**src/rtl/seq_ax_argmax_if.sv**
```systemverilog
// Score-in / class-out handshake bundle for the streaming approximate argmax.
// The master drives scores and accepts results; the slave is the argmax block.
interface seq_ax_argmax_if #(
    parameter int SCORE_W = 16,
    parameter int IDX_W   = 2
);
    logic               in_valid;
    logic               in_ready;
    logic [SCORE_W-1:0] in_score;
    logic               in_last;
    logic               out_valid;
    logic               out_ready;
    logic [IDX_W-1:0]   out_idx;
    logic [SCORE_W-1:0] out_score;
    logic               out_err;

    modport master (
        output in_valid, in_score, in_last, out_ready,
        input  in_ready, out_valid, out_idx, out_score, out_err
    );

    modport slave (
        input  in_valid, in_score, in_last, out_ready,
        output in_ready, out_valid, out_idx, out_score, out_err
    );
endinterface

```
**src/rtl/seq_ax_argmax.sv**
```systemverilog
// Streaming argmax over NUM_CLASSES scores per frame, comparing only the
// CMP_MASK bits; ties go to the later class. One result register, in-order.
module seq_ax_argmax #(
    parameter int                 NUM_CLASSES = 3,
    parameter int                 SCORE_W     = 16,
    parameter int                 IDX_W       = $clog2(NUM_CLASSES),
    parameter logic [SCORE_W-1:0] CMP_MASK    = {SCORE_W{1'b1}}
) (
    input logic            clk,
    input logic            rst,
    seq_ax_argmax_if.slave bus
);
    typedef enum logic {ACCUM, HOLD} state_t;

    typedef struct packed {
        logic [IDX_W-1:0]   idx;
        logic [SCORE_W-1:0] score;
        logic               err;
    } res_t;

    localparam logic [IDX_W-1:0] LAST = IDX_W'(NUM_CLASSES - 1);

    state_t             state, state_nxt;
    logic [IDX_W-1:0]   cnt;
    logic [IDX_W-1:0]   best_idx;
    logic [SCORE_W-1:0] best_score;
    res_t               res, res_nxt;
    logic               vld, rdy, accept, closing, take_new;

    // Output decode: a held result only blocks input while it is not being taken.
    always_comb begin
        vld = (state == HOLD);
        rdy = !rst && (!vld || bus.out_ready);
    end

    assign bus.in_ready  = rdy;
    assign bus.out_valid = vld;
    assign bus.out_idx   = res.idx;
    assign bus.out_score = res.score;
    assign bus.out_err   = res.err;

    assign accept   = bus.in_valid && rdy;
    assign closing  = accept && (bus.in_last || cnt == LAST);
    assign take_new = (cnt == '0) ||
                      ((bus.in_score & CMP_MASK) >= (best_score & CMP_MASK));

    // Winner including the current score; a closing score that is not in_last
    // can only happen at cnt == LAST, so that case is always a long frame.
    always_comb begin
        res_nxt.idx   = take_new ? cnt : best_idx;
        res_nxt.score = take_new ? bus.in_score : best_score;
        res_nxt.err   = bus.in_last ? (cnt != LAST) : 1'b1;
    end

    always_ff @(posedge clk) begin
        if (rst) state <= ACCUM;
        else     state <= state_nxt;
    end

    // Closing wins over release so a single-score frame taken during HOLD re-holds.
    always_comb begin
        state_nxt = state;
        if (closing)                          state_nxt = HOLD;
        else if (state == HOLD && bus.out_ready) state_nxt = ACCUM;
    end

    always_ff @(posedge clk) begin
        if (rst) begin
            cnt        <= '0;
            best_idx   <= '0;
            best_score <= '0;
            res        <= '0;
        end else begin
            if (accept) begin
                cnt        <= closing ? '0 : cnt + 1'b1;
                best_idx   <= res_nxt.idx;
                best_score <= res_nxt.score;
            end
            if (closing)
                res <= res_nxt;
            else if (vld && bus.out_ready)
                res.err <= 1'b0;
        end
    end
endmodule
```
**src/flat_wrapper.sv**
```systemverilog
// flat-port wrapper written by rule: the top's interface ports become plain ports
module seq_ax_argmax_flat 
#(
    parameter int                 NUM_CLASSES = 3,
    parameter int                 SCORE_W     = 16,
    parameter int                 IDX_W       = $clog2(NUM_CLASSES),
    parameter logic [SCORE_W-1:0] CMP_MASK    = {SCORE_W{1'b1}}
)
  (clk, rst, bus_in_valid, bus_in_score, bus_in_last, bus_out_ready, bus_in_ready, bus_out_valid, bus_out_idx, bus_out_score, bus_out_err);
  seq_ax_argmax_if #(.SCORE_W(SCORE_W), .IDX_W(IDX_W)) bus_i ();
  input logic clk;
  input logic rst;
  input wire logic [$bits(bus_i.in_valid)-1:0] bus_in_valid;
  input wire logic [$bits(bus_i.in_score)-1:0] bus_in_score;
  input wire logic [$bits(bus_i.in_last)-1:0] bus_in_last;
  input wire logic [$bits(bus_i.out_ready)-1:0] bus_out_ready;
  output wire logic [$bits(bus_i.in_ready)-1:0] bus_in_ready;
  output wire logic [$bits(bus_i.out_valid)-1:0] bus_out_valid;
  output wire logic [$bits(bus_i.out_idx)-1:0] bus_out_idx;
  output wire logic [$bits(bus_i.out_score)-1:0] bus_out_score;
  output wire logic [$bits(bus_i.out_err)-1:0] bus_out_err;
  assign bus_i.in_valid = bus_in_valid;
  assign bus_i.in_score = bus_in_score;
  assign bus_i.in_last = bus_in_last;
  assign bus_i.out_ready = bus_out_ready;
  assign bus_in_ready = bus_i.in_ready;
  assign bus_out_valid = bus_i.out_valid;
  assign bus_out_idx = bus_i.out_idx;
  assign bus_out_score = bus_i.out_score;
  assign bus_out_err = bus_i.out_err;
  seq_ax_argmax #(.NUM_CLASSES(NUM_CLASSES), .SCORE_W(SCORE_W), .IDX_W(IDX_W), .CMP_MASK(CMP_MASK)) u_core (.clk(clk), .rst(rst), .bus(bus_i));
endmodule
```
**config.mk**
```make
export PLATFORM = sky130hd
export DESIGN_NAME = seq_ax_argmax_flat
export DESIGN_NICKNAME = d
export VERILOG_FILES = /design/src/rtl/seq_ax_argmax_if.sv /design/src/rtl/seq_ax_argmax.sv /design/src/flat_wrapper.sv
export SDC_FILE = /design/constraint.sdc
export NUM_CORES = 1
export LEC_CHECK = 0
export ABC_CLOCK_PERIOD_IN_PS = 4710
export CORE_ASPECT_RATIO = 0.8
export CORE_MARGIN = 8
export CORE_UTILIZATION = 55
export CTS_CLUSTER_DIAMETER = 200
export DETAILED_ROUTE_END_ITERATION = 8
export DONT_BUFFER_PORTS = 1
export GPL_ROUTABILITY_DRIVEN = 0
export GPL_TIMING_DRIVEN = 1
export PLACE_DENSITY = 0.7
export SYNTH_ARGS = -nofsm -noshare
export SYNTH_HDL_FRONTEND = slang
export SYNTH_SLANG_ARGS = --single-unit
```
**constraint.sdc**
```tcl
create_clock -name clk -period 4.71 [get_ports clk]
set_input_delay 1.413 -clock clk [delete_from_list [all_inputs] [get_ports clk]]
set_output_delay 1.413 -clock clk [all_outputs]
set_load 0.005 [all_outputs]
```
==> reports/qor.yml, run 1 <==
area_growth_pct: 4.013
powerDensity_nw_per_um2: 304.5
postSynthCellCount: 286
synth_fp_nets: 325
routed_wl_um: 5220
cap_violations: 0
numPortBuffers: 0
drtPass1Iterations: 4
drc: 0
wl_per_cell_um: 15.63
setup_viol: 0
setup_tns_ns: 0
drv_slew: 0
cp.arrival_ns: 3.60
clk_pin_slew_worst_paths_ns: 0.08
cts.path.max_buffers: 2
r2r_setup_slack_ns: 1.99
internal_power_mw: 0.5656
irDropWorstVdd_uv: 154.9
fin_nets: 315
slowest_stage: "and3_1"
utilization: 0.5978
synth_edf_count: 0
clockRootBuffer: "clkbuf_8"
worstSkewPairLatency_ns: 0.30
critPathKind: "in -> reg"
worst_pin_slew_ns: 0.8108
setup_slack_ns: 1.293
grt_pass1_wl_um: 8935
comb_power_share: 0.139
cts_buffers: 5
top_level_ports: 42
grt_max_degree: 61
sw_frac_of_total: 0.2563
post_cts_buffers: 0
diodes: 0
clock_sinks: 40
p_total_mw: 0.7606
hold_viol: 0
leakage_nw: 0.9714
yosys.area.top_type_share: 0.3335
path_cells: "ha_1 -> nand4_1 -> or3_1 -> a221o_1 -> and3_1 -> o311a_1"
slew_headroom: 0.4595
grt_pass1_vias: 1892
ys.flop_type: "dfxtp_1"
syn_area_per_cell_sq_um: 8.395
max_freq_mhz: 292.7
timing.hold.ws_ns: 0.4885
synthDistinctLibCells: 29
layout-drive-gt1-share: 0.05415
num_rows: 21
cts_tree: "done"
cts_hold_buf: 0
cts_resized: 0
vias: 1897
share_seq_of_total_power: 0.494
ys_seq_elements: 40
critPathTopFamily: "simple AND/OR/NAND/NOR gates"
grt_overflow: 0
yosys-top-cells-area: "dfxtp_1 (33%), nand2b_1 (9.9%), ha_1 (9.4%), mux2i_1 (7.5%), o311a_1 (7.5%)"
post-route-min-period_ns: 3.417
async_flop_share: 0
start_kind: "primary input"
min_period_over_period: 0.7254
required_ns: 4.90
hold_path.class: "reg -> reg"
yosysTopAreaCell: "dfxtp_1"
ys_seq_area_frac: 0.3335
ant_nets: 0
antenna_found_initial: 0
grtUsageTotal: 0.1649
fin_skew_ns: 0.006584
switchingPower_mw: 0.1949
yosys_warnings: 0
place_ws_ns: 1.015
max_stage_delay_ns: 0.49
pwr-share-clk: 0.367
status: "complete, no violations"
syn_area_sq_um: 2401
die_x_um: 89.87
hpwl_um: 3631
die-area_sq_um: 6749
path_max_fanout: 18
initial_core_util: 0.5747
rsz0062_at_grt: "no"
htree_levels: 2
cp-end-kind: "flop"
fp.coreArea_sq_um: 4178
cp.buffers_inverters: 0
first_iter_violations: 89
vias_per_cell: 5.680
die_h_um: 75.10
[final timing paths]
kind	from	end	depth (start not counted)
min	u_core.best_idx[0]$_SDFFE_PP0P_	u_core.best_idx[0]$_SDFFE_PP0P_	2
max	bus_in_score[14]	u_core.bus.out_score[4]$_SDFFE_PP0P_	6
max reg2reg	u_core.best_score[14]$_SDFFE_PP0P_	u_core.bus.out_score[4]$_SDFFE_PP0P_	7
min reg2reg	u_core.best_idx[0]$_SDFFE_PP0P_	u_core.best_idx[0]$_SDFFE_PP0P_	2
[cells in the final DEF (no fill, tap or decap), types with 2 or more instances in the layout]
master and n:
a21oi_1 26, buf_4 5, clkbuf_8 5, dfxtp_1 40, ha_1 18, inv_1 38
mux2i_1 18, nand2_1 5, nand2b_1 38, nand3_1 3, nand4_1 23, nor2_1 23
nor3_1 2, o21ai_0 3, o311a_1 18
[sequential cells by signal, summed over array words and instances (netlist names)]
name                  cells
u_core.best_score        16
u_core.bus.out_score     16
u_core.best_idx           2
u_core.bus.out_idx        2
u_core.cnt                2
u_core.bus.out_err        1
u_core.bus.out_valid      1
[logic make-up after synthesis]
| logic type | Yosys count | synth area share |
|---|---|---|
| flops | 40 | 0.3335 |
| compound gates | 51 | 0.1558 |
| mux | 18 | 0.07504 |
| buf+inv | 60 | 0.1136 |
| simple gates | 99 | 0.2282 |
| fa+ha+maj | 18 | 0.09380 |
[worst reg2reg max path, cell delays in order (launching register included)]
cell     delay, ns
dfxtp_1       0.36
inv_1         0.05
ha_1          0.30
nand4_1       0.14
or3_1         0.40
a221o_1       0.41
and3_1        0.49
o311a_1       0.46
[power groups by stage]
stage | registers (mW) | logic (mW) | clock network [mW]
final | 0.375 | 0.106 | 0.279
after global routing | 0.379 | 0.122 | 0.302
after CTS | 0.376 | 0.107 | 0.287
after detailed placement | 0.384 | 0.107 | 0
after global placement | 0.383 | 0.104 | 0
after floorplan | 0.379 | 0.0977 | 0
[layout make-up]
type / instances / area, sq um
Tap cell: 57 / 71.32
Clock buffer: 6 / 72.57
Timing Repair Buffer: 5 / 37.54
Fill cell: 379 / 1680
Inverter: 38 / 142.6
Sequential cell: 40 / 800.8
Clock inverter: 2 / 35.03
Multi-Input combinational cell: 186 / 1338
[through the flow]
stage	cells	cell area, sq um
floorplan	286	2401
global placement	326	2390
detailed placement	326	2390
CTS	334	2497
global route	334	2497
finish	334	2497
[per-layer routing]
| layer | routed length, um | vias to the layer above | GRT usage |
|---|---|---|---|
| met2 | 2489 | 26 | 0.2826 |
| met5 | 0 | - | 0 |
| met1 | 2354 | 889 | 0.1893 |
| li1 | - | 974 | - |
| met4 | 88 | 0 | 0.07353 |
| met3 | 288 | 8 | 0.05080 |
[synth_stat cells (all sizes together), types with 2 or more instances]
master  number
dfxtp       40
inv         38
nand2b      38
a21oi       26
nand4       23
nor2        23
ha          18
mux2i       18
o311a       18
clkbuf      12
buf         10
nand2        5
nand3        3
o21ai        3
nor3         2
Note: power is estimated with default switching activity, not from simulation.
==> run 2: changes to the inputs <==
--- a/config.mk
+++ b/config.mk
@@ -5,7 +5,7 @@
 export SDC_FILE = /design/constraint.sdc
 export NUM_CORES = 1
 export LEC_CHECK = 0
-export ABC_CLOCK_PERIOD_IN_PS = 4710
+export ABC_CLOCK_PERIOD_IN_PS = 3290
 export CORE_ASPECT_RATIO = 0.8
 export CORE_MARGIN = 8
 export CORE_UTILIZATION = 55
==> constraint.sdc (replaced) <==
create_clock -name clk -period 3.29 [get_ports clk]
set_input_delay 0.987 -clock clk [delete_from_list [all_inputs] [get_ports clk]]
set_output_delay 0.987 -clock clk [all_outputs]
set_load 0.005 [all_outputs]
==> run 2 against run 1 <==
Die area unchanged. Clock skew fell by 0.0016 ns. Largest power group unchanged. Sequential share of layout area fell by 0.66 points. Critical endpoint is now u_core.bus.out_score[0]$_SDFFE_PP0P_. Largest cell class unchanged.
==> reports/qor.yml, run 2 (same netlist as run 1, synthesis figures left out) <==
status: "complete, no violations"  # unchanged
numPortBuffers: 0  # unchanged
die_x_um: 89.87  # unchanged
top_level_ports: 42  # unchanged
ant_nets: 0  # unchanged
cts_tree: "done"  # unchanged
post-route-min-period_ns: 2.722
cp.buffers_inverters: 1  # was 0
num_rows: 21  # unchanged
timing.hold.ws_ns: 0.4820  # was 0.4885 ns
cap_violations: 0  # unchanged
post_cts_buffers: 0  # unchanged
seq_area_sq_um: 800.8  # unchanged
crit_start: "bus_in_score[14]"  # unchanged
fin_nets: 322  # was 315
max_freq_mhz: 367.3
cts_resized: 0  # unchanged
drtPass1Iterations: 5  # was 4
grt_overflow: 0  # unchanged
setup_tns_ns: 0  # unchanged
fp.coreArea_sq_um: 4178  # unchanged
r2r-start: "u_core.best_score[13]$_SDFFE_PP0P_"  # was u_core.best_score[14]$_SDFFE_PP0P_
hold_viol: 0  # unchanged
setup_viol: 0  # unchanged
cp-end-kind: "flop"  # unchanged
hold_depth: 2  # unchanged
fillers: 369  # was 379
layout-drive-gt1-share: 0.07746  # was 0.05415
setup_slack_ns: 0.5677  # was 1.293 ns
vias: 1926  # was 1897
irDropWorstVdd_uv: 242.9  # was 154.9 uV
worst_pin_slew_ns: 0.3752  # was 0.8108 ns
utilization: 0.6104  # was 0.5978
slowest_stage: "or3_1"  # was and3_1
cts_buffers: 5  # unchanged
grt_pass1_wl_um: 9170  # was 8935 um
dpl-instance-area_sq_um: 2442  # was 2390 sq um
die_h_um: 75.10  # unchanged
clock_sinks: 40  # unchanged
hpwl_um: 3894  # was 3631 um
powerDensity_nw_per_um2: 429.7  # was 304.5 nW/um^2
grt_max_degree: 61  # unchanged
max_stage_delay_ns: 0.40  # was 0.49 ns
grt_pass1_vias: 1943  # was 1892
antenna_found_initial: 0  # unchanged
grtUsageTotal: 0.1678  # was 0.1649
diodes: 0  # unchanged
required_ns: 3.48  # was 4.90 ns
critPathKind: "in -> reg"  # unchanged
drc: 0  # unchanged
final_common_cell: "dfxtp_1"  # unchanged
clk_pin_slew_worst_paths_ns: 0.08  # about the same
stdcell_area_sq_um: 2550  # was 2497 sq um
rsz0062_at_grt: "no"  # unchanged
layout_common_cells: "dfxtp_1 (40), inv_1 (38), nand2b_1 (38)"  # unchanged
die-area_sq_um: 6749  # unchanged
worstSkewPairLatency_ns: 0.29  # was 0.30 ns
p_total_mw: 1.096  # was 0.7606 mW
place_ws_ns: 0.2554  # was 1.015 ns
htree_levels: 2  # unchanged
path_cells: "ha_1 -> nand4_1 -> or3_1 -> a221o_1 -> and3_1 -> buf_4 -> o311a_1"  # was ha_1 -> nand4_1 -> or3_1 -> a221o_1 -> and3_1 -> o311a_1
r2r_cells: 8  # was 7
routed_wl_um: 5468  # was 5220 um
first_iter_violations: 127  # was 89
wl_per_cell_um: 16.04  # was 15.63 um
initial_core_util: 0.5747  # unchanged
crit_cells: 7  # was 6
drv_slew: 0  # unchanged
final_cells: 341  # was 334
cts.path.max_buffers: 2  # unchanged
area_growth_pct: 6.201  # was 4.013%
cts_hold_buf: 0  # unchanged
min_period_over_period: 0.8274
hold_path.class: "reg -> reg"  # unchanged
hp-start: "u_core.best_idx[0]$_SDFFE_PP0P_"  # unchanged
cp.arrival_ns: 2.91  # was 3.60 ns
clockRootBuffer: "clkbuf_8"  # unchanged
path_max_fanout: 12  # was 18
fin_skew_ns: 0.004993  # was 0.006584 ns
dp.cells: 333  # was 326
leakage_nw: 1.005  # was 0.9714 nW
critPathTopFamily: "simple AND/OR/NAND/NOR gates"  # unchanged
start_kind: "primary input"  # unchanged
vias_per_cell: 5.648  # was 5.680
multiInputGateArea_sq_um: 1338  # unchanged
slew_headroom: 0.7494  # was 0.4595
-- run 2: changes by cell type in the layout (fill, tap and decap cells not counted), sizes merged --
cell  before  now
buf        5   12
-- run 2: final timing paths --
kind | slack, ns | to
worst max register to register | 0.83 | u_core.bus.out_score[0]$_SDFFE_PP0P_
worst min-delay path | 0.48 | u_core.best_idx[0]$_SDFFE_PP0P_
worst max-delay path | 0.57 | u_core.bus.out_score[0]$_SDFFE_PP0P_
worst min register to register | 0.48 | u_core.best_idx[0]$_SDFFE_PP0P_
-- run 2: worst min-delay path, stage by stage, from the launching register on --
cell and delay, ns:
dfxtp_1 0.31, nand2b_1 0.07, mux2i_1 0.06
-- run 2: final cells by class --
type,instances,share of cell area
clock buffers,6,0.02846
clock inverters,2,0.01374
inverters,38,0.05594
multi-input cells,186,0.5245
flip-flops and latches,40,0.3140
well taps,57,0.02797
repair buffers,12,0.03533
-- run 2: layer usage --
metal / global-route usage / part of all wire
met1: 0.1906 / 0.45
met2: 0.2866 / 0.47
met3: 0.06773 / 0.073
met4: 0.05331 / 0.0069
met5: 0 / 0
-- run 2: where the power goes --
part	leakage [nW]	switching (mW)	internal, mW
registers	0.328	0.0240	0.514
logic	0.622	0.0848	0.0761
clock network	0.0552	0.172	0.225
total	1.01	0.281	0.815
==> run 3: changes to the inputs <==
--- a/config.mk
+++ b/config.mk
@@ -5,7 +5,8 @@
 export SDC_FILE = /design/constraint.sdc
 export NUM_CORES = 1
 export LEC_CHECK = 0
-export ABC_CLOCK_PERIOD_IN_PS = 3290
+export ABC_AREA = 1
+export ABC_CLOCK_PERIOD_IN_PS = 2850
 export CORE_ASPECT_RATIO = 0.8
 export CORE_MARGIN = 8
 export CORE_UTILIZATION = 55
==> constraint.sdc (replaced) <==
create_clock -name clk -period 2.85 [get_ports clk]
set_input_delay 0.855 -clock clk [delete_from_list [all_inputs] [get_ports clk]]
set_output_delay 0.855 -clock clk [all_outputs]
set_load 0.005 [all_outputs]
==> run 3 against run 2 <==
Utilization shrank 1.8 points. Critical endpoint is now u_core.bus.out_score[14]$_SDFFE_PP0P_. Non-clock buffer count shrank 6. Setup slack gained 0.17 ns. Cell area shrank 4.8%. First-iteration DRC count grew 26%. Register-to-register slack gained 0.05 ns. Critical path type unchanged. Synthesized cell count grew 21%. Clock power grew 1%. Total power grew 20%. Sequential cell count is the same. Cell count grew 18%. Worst hold slack lost 0.0082 ns.
==> reports/qor.yml, run 3 <==
syn_area_sq_um: 2295  # was 2401 sq um
irDropWorstVdd_uv: 231.8  # was 242.9 uV
ys_seq_elements: 40  # unchanged
numPortBuffers: 0  # unchanged
critPathKind: "in -> reg"  # unchanged
post-route-min-period_ns: 2.108
slew_headroom: 0.6080  # was 0.7494
comb_power_share: 0.205  # was 0.147
critPathCapture: "u_core.bus.out_score[14]$_SDFFE_PP0P_"  # was u_core.bus.out_score[0]$_SDFFE_PP0P_
fin_skew_ns: 0.007134  # was 0.004993 ns
top_level_ports: 42  # unchanged
synth_fp_nets: 386  # was 325
share_seq_of_total_power: 0.489  # was 0.491
clock_sinks: 40  # unchanged
routed_wl_um: 5460  # was 5468 um
yosysMostFrequentCell: "nand2_1"  # was dfxtp_1
rsz0062_at_grt: "no"  # unchanged
cap_violations: 0  # unchanged
drtPass1Iterations: 4  # was 5
yosysTopAreaCell: "dfxtp_1"  # unchanged
syn_area_per_cell_sq_um: 6.613  # was 8.395 sq um
fp.coreArea_sq_um: 4099  # was 4178 sq um
ys_seq_area_frac: 0.3490  # was 0.3335
drv_slew: 0  # unchanged
htree_levels: 2  # unchanged
clockRootBuffer: "clkbuf_8"  # unchanged
synth_edf_count: 0  # unchanged
grt_overflow: 0  # unchanged
cts_hold_buf: 0  # unchanged
r2r-start: "u_core.best_score[11]$_SDFFE_PP0P_"  # was u_core.best_score[13]$_SDFFE_PP0P_
start_kind: "primary input"  # unchanged
die_h_um: 73.78  # was 75.10 um
cts_tree: "done"  # unchanged
grt_pass1_wl_um: 8997  # was 9170 um
wl_per_cell_um: 13.51  # was 16.04 um
die-area_sq_um: 6508  # was 6749 sq um
first_iter_violations: 160  # was 127
cp-end-kind: "flop"  # unchanged
fillers: 409  # was 369
max_freq_mhz: 474.4
clk_pin_slew_worst_paths_ns: 0.08  # about the same
fin_nets: 385  # was 322
pwr-share-clk: 0.306  # was 0.362
die_x_um: 88.22  # was 89.87 um
yosys_warnings: 0  # unchanged
min_period_over_period: 0.7396
ys.flop_type: "dfxtp_1"  # unchanged
r2r_setup_slack_ns: 0.88  # was 0.83 ns
required_ns: 3.05  # was 3.48 ns
post_cts_buffers: 0  # unchanged
leakage_nw: 1.256  # was 1.005 nW
grt_max_degree: 27  # was 61
hpwl_um: 4059  # was 3894 um
yosys.area.top_type_share: 0.3490  # was 0.3335
worst_pin_slew_ns: 0.5844  # was 0.3752 ns
worstSkewPairLatency_ns: 0.30  # was 0.29 ns
cp.arrival_ns: 2.31  # was 2.91 ns
grt_pass1_vias: 1839  # was 1943
layout_common_cells: "nand2_1 (101), nand3_1 (56), inv_1 (45)"  # was dfxtp_1 (40), inv_1 (38), nand2b_1 (38)
ant_nets: 0  # unchanged
postSynthCellCount: 347  # was 286
final_common_cell: "nand2_1"  # was dfxtp_1
area_growth_pct: 5.834  # was 6.201%
crit_start: "bus_in_score[11]"  # was bus_in_score[14]
initial_core_util: 0.5598  # was 0.5747
hold_viol: 0  # unchanged
cts.path.max_buffers: 2  # unchanged
setup_viol: 0  # unchanged
status: "complete, no violations"  # unchanged
vias_per_cell: 5.057  # was 5.648
vias: 2043  # was 1926
antenna_found_initial: 0  # unchanged
dpl-instance-area_sq_um: 2331  # was 2442 sq um
synthDistinctLibCells: 23  # was 29
path_max_fanout: 18  # was 12
layout-drive-gt1-share: 0.08357  # was 0.07746
r2r_cells: 10  # was 8
sw_frac_of_total: 0.3149  # was 0.2560
cts_buffers: 5  # unchanged
cts_resized: 0  # unchanged
drc: 0  # unchanged
async_flop_share: 0  # unchanged
diodes: 0  # unchanged
switchingPower_mw: 0.4142  # was 0.2805 mW
p_total_mw: 1.315  # was 1.096 mW
grtUsageTotal: 0.1813  # was 0.1678
powerDensity_nw_per_um2: 541.6  # was 429.7 nW/um^2
utilization: 0.5925  # was 0.6104
num_rows: 21  # unchanged
setup_tns_ns: 0  # unchanged
hold_path.class: "reg -> reg"  # unchanged
synthTopCellsByCount: "nand2_1 (101), nand3_1 (56), inv_1 (45)"  # was dfxtp_1 (40), inv_1 (38), nand2b_1 (38)
timing.hold.ws_ns: 0.4738  # was 0.4820 ns
stdcell_area_sq_um: 2429  # was 2550 sq um
yosys-top-cells-area: "dfxtp_1 (35%), nand2_1 (17%), nand3_1 (12%), ha_1 (9.8%), inv_1 (7.4%)"  # was dfxtp_1 (33%), nand2b_1 (9.9%), ha_1 (9.4%), mux2i_1 (7.5%), o311a_1 (7.5%)
internal_power_mw: 0.9012  # was 0.8153 mW
r2r_end: "u_core.bus.out_score[14]$_SDFFE_PP0P_"  # was u_core.bus.out_score[0]$_SDFFE_PP0P_
-- run 3: metrics by stage --
step / std cells / setup slack, ns
5_1_grt: 404 / 0.5949
2_1_floorplan: 347 / 0.6184
3_3_place_gp: 396 / 0.4683
6_report: 404 / 0.7422
4_1_cts: 404 / 0.7583
3_5_place_dp: 396 / 0.4418
-- run 3: worst min-delay path by stage --
stage,from,end,depth (start not counted)
2_1_floorplan,u_core.best_idx[0]$_SDFFE_PP0P_,u_core.best_idx[0]$_SDFFE_PP0P_,2
3_3_place_gp,u_core.best_idx[1]$_SDFFE_PP0P_,u_core.best_idx[1]$_SDFFE_PP0P_,2
3_5_place_dp,u_core.best_idx[1]$_SDFFE_PP0P_,u_core.best_idx[1]$_SDFFE_PP0P_,2
4_1_cts,u_core.best_idx[1]$_SDFFE_PP0P_,u_core.best_idx[1]$_SDFFE_PP0P_,2
5_1_grt,u_core.best_idx[1]$_SDFFE_PP0P_,u_core.best_idx[1]$_SDFFE_PP0P_,2
6_report,u_core.best_idx[0]$_SDFFE_PP0P_,u_core.best_idx[0]$_SDFFE_PP0P_,2
-- run 3: final cells by class --
type                    count  area [sq um]  share of cell area
repair buffers              6         45.04             0.01855
inverters                  46         172.7             0.07110
clock buffers               6         82.58             0.03400
multi-input cells         247          1241              0.5111
well taps                  57         71.32             0.02937
flip-flops and latches     40         800.8              0.3297
clock inverters             2         15.01            0.006182
-- run 3: routing by layer --
metal / GRT usage / part of all wire / vias to the layer above
met2: 0.2605 / 0.41 / 58
met3: 0.05363 / 0.086 / 7
met5: 0 / 0 / -
met4: 0.05981 / 0.015 / 0
met1: 0.2489 / 0.48 / 898
li1: - / - / 1080
-- run 3: worst max-delay path: stages --
cell,delay (ns)
ha_1,0.30
a21oi_1,0.15
o21ai_1,0.11
a21oi_4,0.30
nand2_4,0.23
nand2_1,0.14
nand3_1,0.10
nand2_1,0.08
inv_1,0.03
-- run 3: logic make-up after synthesis --
family / after synthesis / synth area share
buffers and inverters: 60 / 0.1101
adders and majority gates: 18 / 0.09815
DFF: 40 / 0.3490
AOI/OAI and AO/OA: 17 / 0.04853
and+or+nand+nor: 212 / 0.3942
-- run 3: power groups by stage --
stage	Sequential (mW)	Combinational (mW)	Clock, mW
3_5_place_dp	0.657	0.269	0
4_1_cts	0.644	0.270	0.409
6_report	0.644	0.269	0.402
3_3_place_gp	0.656	0.262	0
5_1_grt	0.651	0.317	0.430
2_1_floorplan	0.644	0.227	0
